## src/rtl/aes_seq_ctrl.sv

```systemverilog
// AES sequencing controller: orders key expansion and per-block cipher passes.
// Define AES_CTRL_DECRYPT_EN to add an inverse-cipher pass after each cipher pass.
module aes_seq_ctrl #(
  parameter int TIMEOUT = 64,
  parameter int CNT_W   = 16
) (
  input  logic             clk,
  input  logic             rst,
  input  logic             key_loaded,
  input  logic             data_loaded,
  output logic             kexp_en,
  input  logic             kexp_done,
  output logic             enc_en,
  input  logic             enc_done,
  output logic             dec_en,
  input  logic             dec_done,
  output logic             key_ready,
  output logic             busy,
  output logic             out_valid,
  output logic             error,
  output logic             overrun,
  output logic [CNT_W-1:0] block_count,
  output logic [2:0]       state
);

  localparam logic [2:0] S_IDLE      = 3'd0;
  localparam logic [2:0] S_EXPAND    = 3'd1;
  localparam logic [2:0] S_KEY_READY = 3'd2;
  localparam logic [2:0] S_ENCRYPT   = 3'd3;
  localparam logic [2:0] S_DECRYPT   = 3'd4;
  localparam logic [2:0] S_DONE      = 3'd5;
  localparam logic [2:0] S_ERR       = 3'd6;

  localparam int            TW  = $clog2(TIMEOUT + 1);
  localparam logic [TW-1:0] TMO = TW'(TIMEOUT);

  logic [2:0]       next_state;
  logic [TW-1:0]    timer, timer_d;
  logic             key_pend, key_pend_d;
  logic             data_pend, data_pend_d;
  logic             kexp_en_d, enc_en_d, dec_en_d;
  logic             key_ready_d, busy_d, out_valid_d, error_d, overrun_d;
  logic [CNT_W-1:0] count_d;
  logic             timed_out, entering;

  assign timed_out = (timer == TMO);
  assign entering  = (next_state != state);

  // State register plus every registered output; all outputs come from flops.
  always_ff @(posedge clk) begin
    if (rst) begin
      state       <= S_IDLE;
      timer       <= '0;
      key_pend    <= 1'b0;
      data_pend   <= 1'b0;
      kexp_en     <= 1'b0;
      enc_en      <= 1'b0;
      key_ready   <= 1'b0;
      busy        <= 1'b0;
      out_valid   <= 1'b0;
      error       <= 1'b0;
      overrun     <= 1'b0;
      block_count <= '0;
    end else begin
      state       <= next_state;
      timer       <= timer_d;
      key_pend    <= key_pend_d;
      data_pend   <= data_pend_d;
      kexp_en     <= kexp_en_d;
      enc_en      <= enc_en_d;
      key_ready   <= key_ready_d;
      busy        <= busy_d;
      out_valid   <= out_valid_d;
      error       <= error_d;
      overrun     <= overrun_d;
      block_count <= count_d;
    end
  end

`ifdef AES_CTRL_DECRYPT_EN
  always_ff @(posedge clk) begin
    if (rst) dec_en <= 1'b0;
    else     dec_en <= dec_en_d;
  end
`else
  logic unused_dec_done;
  assign dec_en          = 1'b0;
  assign unused_dec_done = dec_done ^ dec_en_d;
`endif

  // A done arriving on the timeout cycle is tested first, so it wins.
  always_comb begin
    next_state = state;
    case (state)
      S_IDLE:      if (key_loaded || key_pend) next_state = S_EXPAND;
      S_EXPAND:    if (kexp_done) next_state = S_KEY_READY;
                   else if (timed_out) next_state = S_ERR;
      S_KEY_READY: if (key_loaded || key_pend) next_state = S_EXPAND;
                   else if (data_loaded || data_pend) next_state = S_ENCRYPT;
`ifdef AES_CTRL_DECRYPT_EN
      S_ENCRYPT:   if (enc_done) next_state = S_DECRYPT;
                   else if (timed_out) next_state = S_ERR;
      S_DECRYPT:   if (dec_done) next_state = S_DONE;
                   else if (timed_out) next_state = S_ERR;
`else
      S_ENCRYPT:   if (enc_done) next_state = S_DONE;
                   else if (timed_out) next_state = S_ERR;
`endif
      S_DONE:      next_state = S_KEY_READY;
      S_ERR:       if (key_loaded || key_pend) next_state = S_EXPAND;
      default:     next_state = S_IDLE;
    endcase
  end

  // Outputs are decoded from the upcoming state and registered above.
  always_comb begin
    kexp_en_d   = entering && (next_state == S_EXPAND);
    enc_en_d    = entering && (next_state == S_ENCRYPT);
    dec_en_d    = entering && (next_state == S_DECRYPT);
    busy_d      = next_state inside {S_EXPAND, S_ENCRYPT, S_DECRYPT};
    key_ready_d = next_state inside {S_KEY_READY, S_ENCRYPT, S_DECRYPT, S_DONE};
    out_valid_d = (next_state == S_DONE);
    error_d     = (next_state == S_ERR);
    overrun_d   = overrun | (data_loaded & data_pend);
    count_d     = block_count + ((next_state == S_DONE) ? CNT_W'(1) : CNT_W'(0));

    key_pend_d = key_pend;
    if (key_loaded && (state inside {S_EXPAND, S_ENCRYPT, S_DECRYPT, S_DONE}))
      key_pend_d = 1'b1;
    if (kexp_en_d)
      key_pend_d = 1'b0;

    // A second request while one is pending is dropped; the first is kept.
    data_pend_d = data_pend | (data_loaded && (state != S_KEY_READY));
    if ((state == S_KEY_READY) && (next_state == S_ENCRYPT))
      data_pend_d = 1'b0;
    if (entering && (next_state == S_ERR))
      data_pend_d = 1'b0;

    if (busy_d && entering) timer_d = TW'(1);
    else if (busy_d)        timer_d = timer + TW'(1);
    else                    timer_d = '0;
  end

endmodule

```

## config.mk

```make
export PLATFORM = sky130hd
export DESIGN_NAME = aes_seq_ctrl
export DESIGN_NICKNAME = d
export VERILOG_FILES = /design/src/rtl/aes_seq_ctrl.sv
export SDC_FILE = /design/constraint.sdc
export NUM_CORES = 1
export LEC_CHECK = 0
export ABC_AREA = 1
export CAP_MARGIN = 20
export CORE_MARGIN = 3
export CORE_UTILIZATION = 46
export CTS_CLUSTER_SIZE = 12
export DETAILED_ROUTE_END_ITERATION = 10
export PLACE_DENSITY = 0.75
export SETUP_SLACK_MARGIN = 0.2
export SYNTH_ARGS = -nofsm -noshare
export SYNTH_HDL_FRONTEND = slang
export SYNTH_SLANG_ARGS = --single-unit
```

## constraint.sdc

```tcl
create_clock -name clk -period 1.8 [get_ports clk]
set_input_delay 0.18 -clock clk [delete_from_list [all_inputs] [get_ports clk]]
set_output_delay 0.18 -clock clk [all_outputs]
set_load 0.01 [all_outputs]
```

Word level (Yosys, flattened, before mapping)
Index checks and enable logic that the tools add are counted.
Operators by class
  $add $sub $neg: 2
  equal/unequal tests: 15
  mux-type cells: 10
  bitwise logic cells: 4
  reduce and logical (&&, ||, !) cells: 17
Operators by type and width (number)
  equality test 3 bit (second input constant): 6
  two-way mux 3 bit: 6
  adder 16 x 1 -> 16 bit: 1
  case mux 3 bit (5 select lines): 1
  equality test 3 x 2 -> 1 bit (second input constant): 4
  nonzero test 4 bit: 2
  adder 7 x 1 -> 7 bit (second input constant): 1
  equality test 7 bit (second input constant): 1
  logical AND 1 bit: 7
  equality test 3 x 1 -> 1 bit (second input constant): 2
  OR reduction 3 bit: 2
  OR reduction 2 bit: 2
  logical NOT 3 bit: 1
  two-way mux 1 bit: 3
  inequality test 3 x 2 -> 1 bit (second input constant): 1
  inequality test 3 bit: 1
  nonzero test 3 bit: 1
  logical OR 1 bit: 2
  OR 1 bit: 2
  bitwise AND 1 bit: 1
  inverter 1 bit: 1
Storage, ports and cells
  bits in registers: 35
  input port bits: 7
  output and inout port bits: 27
  word-level logic and storage cells: 61

Longest topological paths before layout
  depth in word-level cells: 8
  mapped depth: 14
  gate-level depth less buffers: 14

Worst setup path after synthesis
Ideal clock, no wire load.
  path kind: register to register
  start point: reg state[1]
  end point: reg block_count[12]
  setup time: 0.070 ns
  arrival: 1.910 ns
  data required time: 1.730 ns
  setup slack: -0.179 ns
  stages on the path, launching flop included: 15
  path buffers: 0
  clock period less this slack: 1.979 ns
  cell sequence: dfxtp_1 > inv_2 > nor2_2 > nand3_2 > inv_1 > ha_1 > ha_1 > nand2_1 > nor2_2 > inv_2 > nor2_1 > nand3_1 > nor2_1 > o21ai_1 > a21oi_1
Between the ends
  longest elaborated chain between the ends: 6
  elaborated cells on any way between the ends: 17
  those cells by class: 1 x add/sub; 6 x eq/ne; 8 x mux; 2 x reduce/logical
RTL lines
  from (decl): RTL line 23  | output logic [2:0] state
  from (signal assigned): RTL line 65  | state <= next_state;
  equality test 3 bit, or another cell as far along: RTL line 94  | case (state)
  OR reduction 2 bit (no line), or another cell as far along
  case mux 3 bit (5 select lines) (*): RTL line 94
  equality test 3 bit (*)
  net out_valid_d: RTL line 42  | logic key_ready_d, busy_d, out_valid_d, error_d, overrun_d;
  two-way mux 1 bit (*): RTL line 125  | count_d = block_count + ((next_state == S_DONE) ? CNT_W'(1) : CNT_W'(0));
  adder 16 x 1 -> 16 bit (*): RTL line 125
  to (signal assigned): RTL line 76  | block_count <= count_d;
  to (decl): RTL line 22  | output logic [CNT_W-1:0] block_count,
The timed path passes the listed nets; every way through them passes the cells marked *.
A chain may end at the register's enable or synchronous reset.

Worst setup path in the final report
  start point: reg state[1]
  end point: reg block_count[11]
Same word-level chain as after synthesis.

==> flow_summary_export.csv <==
group,metric,value,unit
final_layout,drive_gt1_share,35.4,%
critical_path,rr_endpoint,"block_count[11]",
critical_path,worst-path-max-fanout,3,
clock_network,clockBufferDepth,2,
hold_path,hp-start,"block_count[14]",
place,io_buffers,31,
place,gp_congestion,0.933,
route,dr.pass1.iters,4,
die,ios,34,
flow_run,max_cap_viol_count,0,
final_layout,largest_reg_flops,16,
sta,fmax,526,MHz
place,dpl.hpwl,2.76,mm
final_layout,n_antenna_cell,0,
synth,syn_inst,236,
synth,ys_ff_latch,35,
synth,netlist_area,1760,um^2
final_layout,final_area,2700,um^2
hold_path,holdPathEnd,"block_count[14]",
place,placed_cell_area,2280,um^2
sta,skew,0.00578,ns
critical_path,worstPathRequired,1.99,ns
sta,hold_viol,0,
power,power,1780,uW
grt,grt_overflow,0,
clock_network,root_buffer,"clkbuf_8",
clock_network,cts_tree,"done",
route,viasPerCell,4.94,
route,wire_per_inst,12.8,um
die,die_area,4600,um^2
sta,post-route-min-period,1.90,ns
hold_path,min_path_type,"flop to flop",
critical_path,startpoint_type,"flop",
critical_path,critPathCaptureType,"flop",
power,power.density,659,nW/um^2
synth,async_flop_share,0,%
critical_path,r2r_slack,-0.10,ns
route,postRouteWirelength,4.38,mm
critical_path,critPathLaunch,"state[1]",
final_layout,fin_nets,308,
sta,finalSetupViolCount,3,
route,num_vias,1696,
synth,yosysUniqueCellTypes,31,
route,drc,0,
clock_network,clk_latency,0.29,ns
sta,fin_ws,-0.101,ns
synth,synth_area_per_cell,7.44,um^2
outcome,violations,"setup timing",
grt,first_global_vias,1556,
critical_path,r2r_start,"state[1]",
route,drtAntennaViolNets,0,
route,drt_iter0_drc,95,
grt,grt_max_degree,13,
grt,grt_usage,19.4,%
critical_path,reg2reg_depth,14,
sta,slew_viol_final,0,
synth,yosysSeqAreaShare,39.9,%
hold_path,hold_depth,2,
clock_network,cts_buffers,5,
sta,fin_crit_sh,106,%
synth,ys_warn_count,0,
clock_network,htreeDepth,2,
power,leakage,0.00106,uW
grt,grt_pass1_wl,6.71,mm
die,core,3490,um^2
synth,synthFlopType,"dfxtp_1",
synth,synth-edff-count,0,
final_layout,area_growth,53.9,%
die,die_x,67.8,um
clock_network,clkSlewWorstSetupHoldPaths,0.07,ns
final_layout,top_regs,"block_count x16, timer x7, state x3",
sta,rsz0062_at_grt,"true",
critical_path,crit_type,"flop to flop",
grt,antenna_found_initial,0,
die,die_h,67.8,um
clock_network,clock-sinks,35,
outcome,status,"finished with violations",
final_layout,fill_cells,245,
critical_path,critPathArrivalTime,2.09,ns
final_layout,regMostFlops,"block_count",
synth,synth.net_count,248,
die,fp-row-count,21,
power,ir_drop,0.420,mV
die,start_util,50.3,%
report_power, final:
part / switching, uW / internal, uW
sequential: 11.2 / 793
clock: 292 / 412
combinational: 155 / 117
total: 459 / 1320
kinds of logic after synthesis:
family                   after synthesis  synth area share [%]
AO/OA/AOI/OAI                         25                  7.76
adder cells (fa/ha/maj)                5                  3.56
XOR/XNOR                               5                  2.49
flip-flops                            35                  39.9
buffers and inverters                 40                  9.19
AND/OR/NAND/NOR                      125                  36.9
other                                  1                 0.213
Yosys cell counts, drive strengths merged (3+ instances only):
| cell type | n | share of area (%) |
|---|---|---|
| nor2 | 47 | 14 |
| nor3 | 6 | 1.7 |
| xor2 | 3 | 1.5 |
| inv | 35 | 7.5 |
| o21ai | 9 | 2.8 |
| nor3b | 3 | 1.3 |
| a21oi | 13 | 3.7 |
| nand2 | 44 | 11 |
| dfxtp | 35 | 40 |
| ha | 5 | 3.6 |
| nand4 | 3 | 1.1 |
| nand3 | 21 | 7.8 |
what timing repair did:
item / in CTS / in global routing
endpoints found under the setup margin: 10 / 22
resized for setup: 11 / 45
hold buffers: 0 / 0
setup buffers: 3 / 11
pin swaps: 7 / 18
endpoints found under the hold margin: 0 / 0
worst max-delay path: stages, from the launching register on:
cell and delay, ns:
dfxtp_4 0.36, inv_4 0.04, nor2_4 0.08, nand3_2 0.12
inv_4 0.11, ha_4 0.14, nand3_4 0.09, nor2_4 0.12
nand2_2 0.07, nor2_4 0.15, nand2_2 0.09, nor3_2 0.23
nand2_1 0.09, nand2_1 0.08, nor2_1 0.04
per-layer routing:
metal / up-vias / wire length [um] / global-route usage (%)
met5: - / 0 / 0
met3: 7 / 208 / 3.49
li1: 860 / - / -
met4: 0 / 54 / 7.44
met2: 54 / 2160 / 30.5
met1: 775 / 1950 / 26.4
worst max-delay path by stage:
stage	end	slack, ns	cells after the start
floorplan	block_count[12]	-0.003	14
global placement	block_count[12]	-0.16	13
detailed placement	block_count[15]	-0.22	13
CTS	block_count[11]	0.01	14
global route	block_count[11]	-0.18	14
finish	block_count[11]	-0.10	14
cell usage in the layout, fill, tap and decap left out, types with 6 or more instances in the layout:
master	n
a21oi_1	12
buf_4	20
clkdlybuf4s50_1	30
dfxtp_1	30
inv_1	26
inv_2	7
nand2_1	27
nand2_2	10
nand2_4	6
nand3_1	12
nor2_1	26
nor2_2	6
nor2_4	13
through the flow:
stage	hold WS [ns]	cells	setup slack, ns	utilization [%]	setup TNS (ns)
2_1_floorplan	0.325	236	-0.00263	-	-0.00263
3_3_place_gp	0.467	321	-0.164	65.2	-0.755
3_5_place_dp	0.458	321	-0.221	65.2	-1.25
4_1_cts	0.482	332	0.0130	70.4	0
5_1_grt	0.514	343	-0.182	77.4	-0.704
6_report	0.481	343	-0.101	77.4	-0.182
area by class of cell:
type | instances | area, um^2 | share of cell area [%]
Clock buffer | 5 | 68.8 | 2.55
Clock inverter | 3 | 43.8 | 1.62
Inverter | 36 | 140 | 5.18
Multi-Input combinational cell | 161 | 1140 | 42.2
Sequential cell | 35 | 712 | 26.3
Tap cell | 46 | 57.6 | 2.13
Timing Repair Buffer | 57 | 539 | 19.9
(Power assumes the default switching activity.)
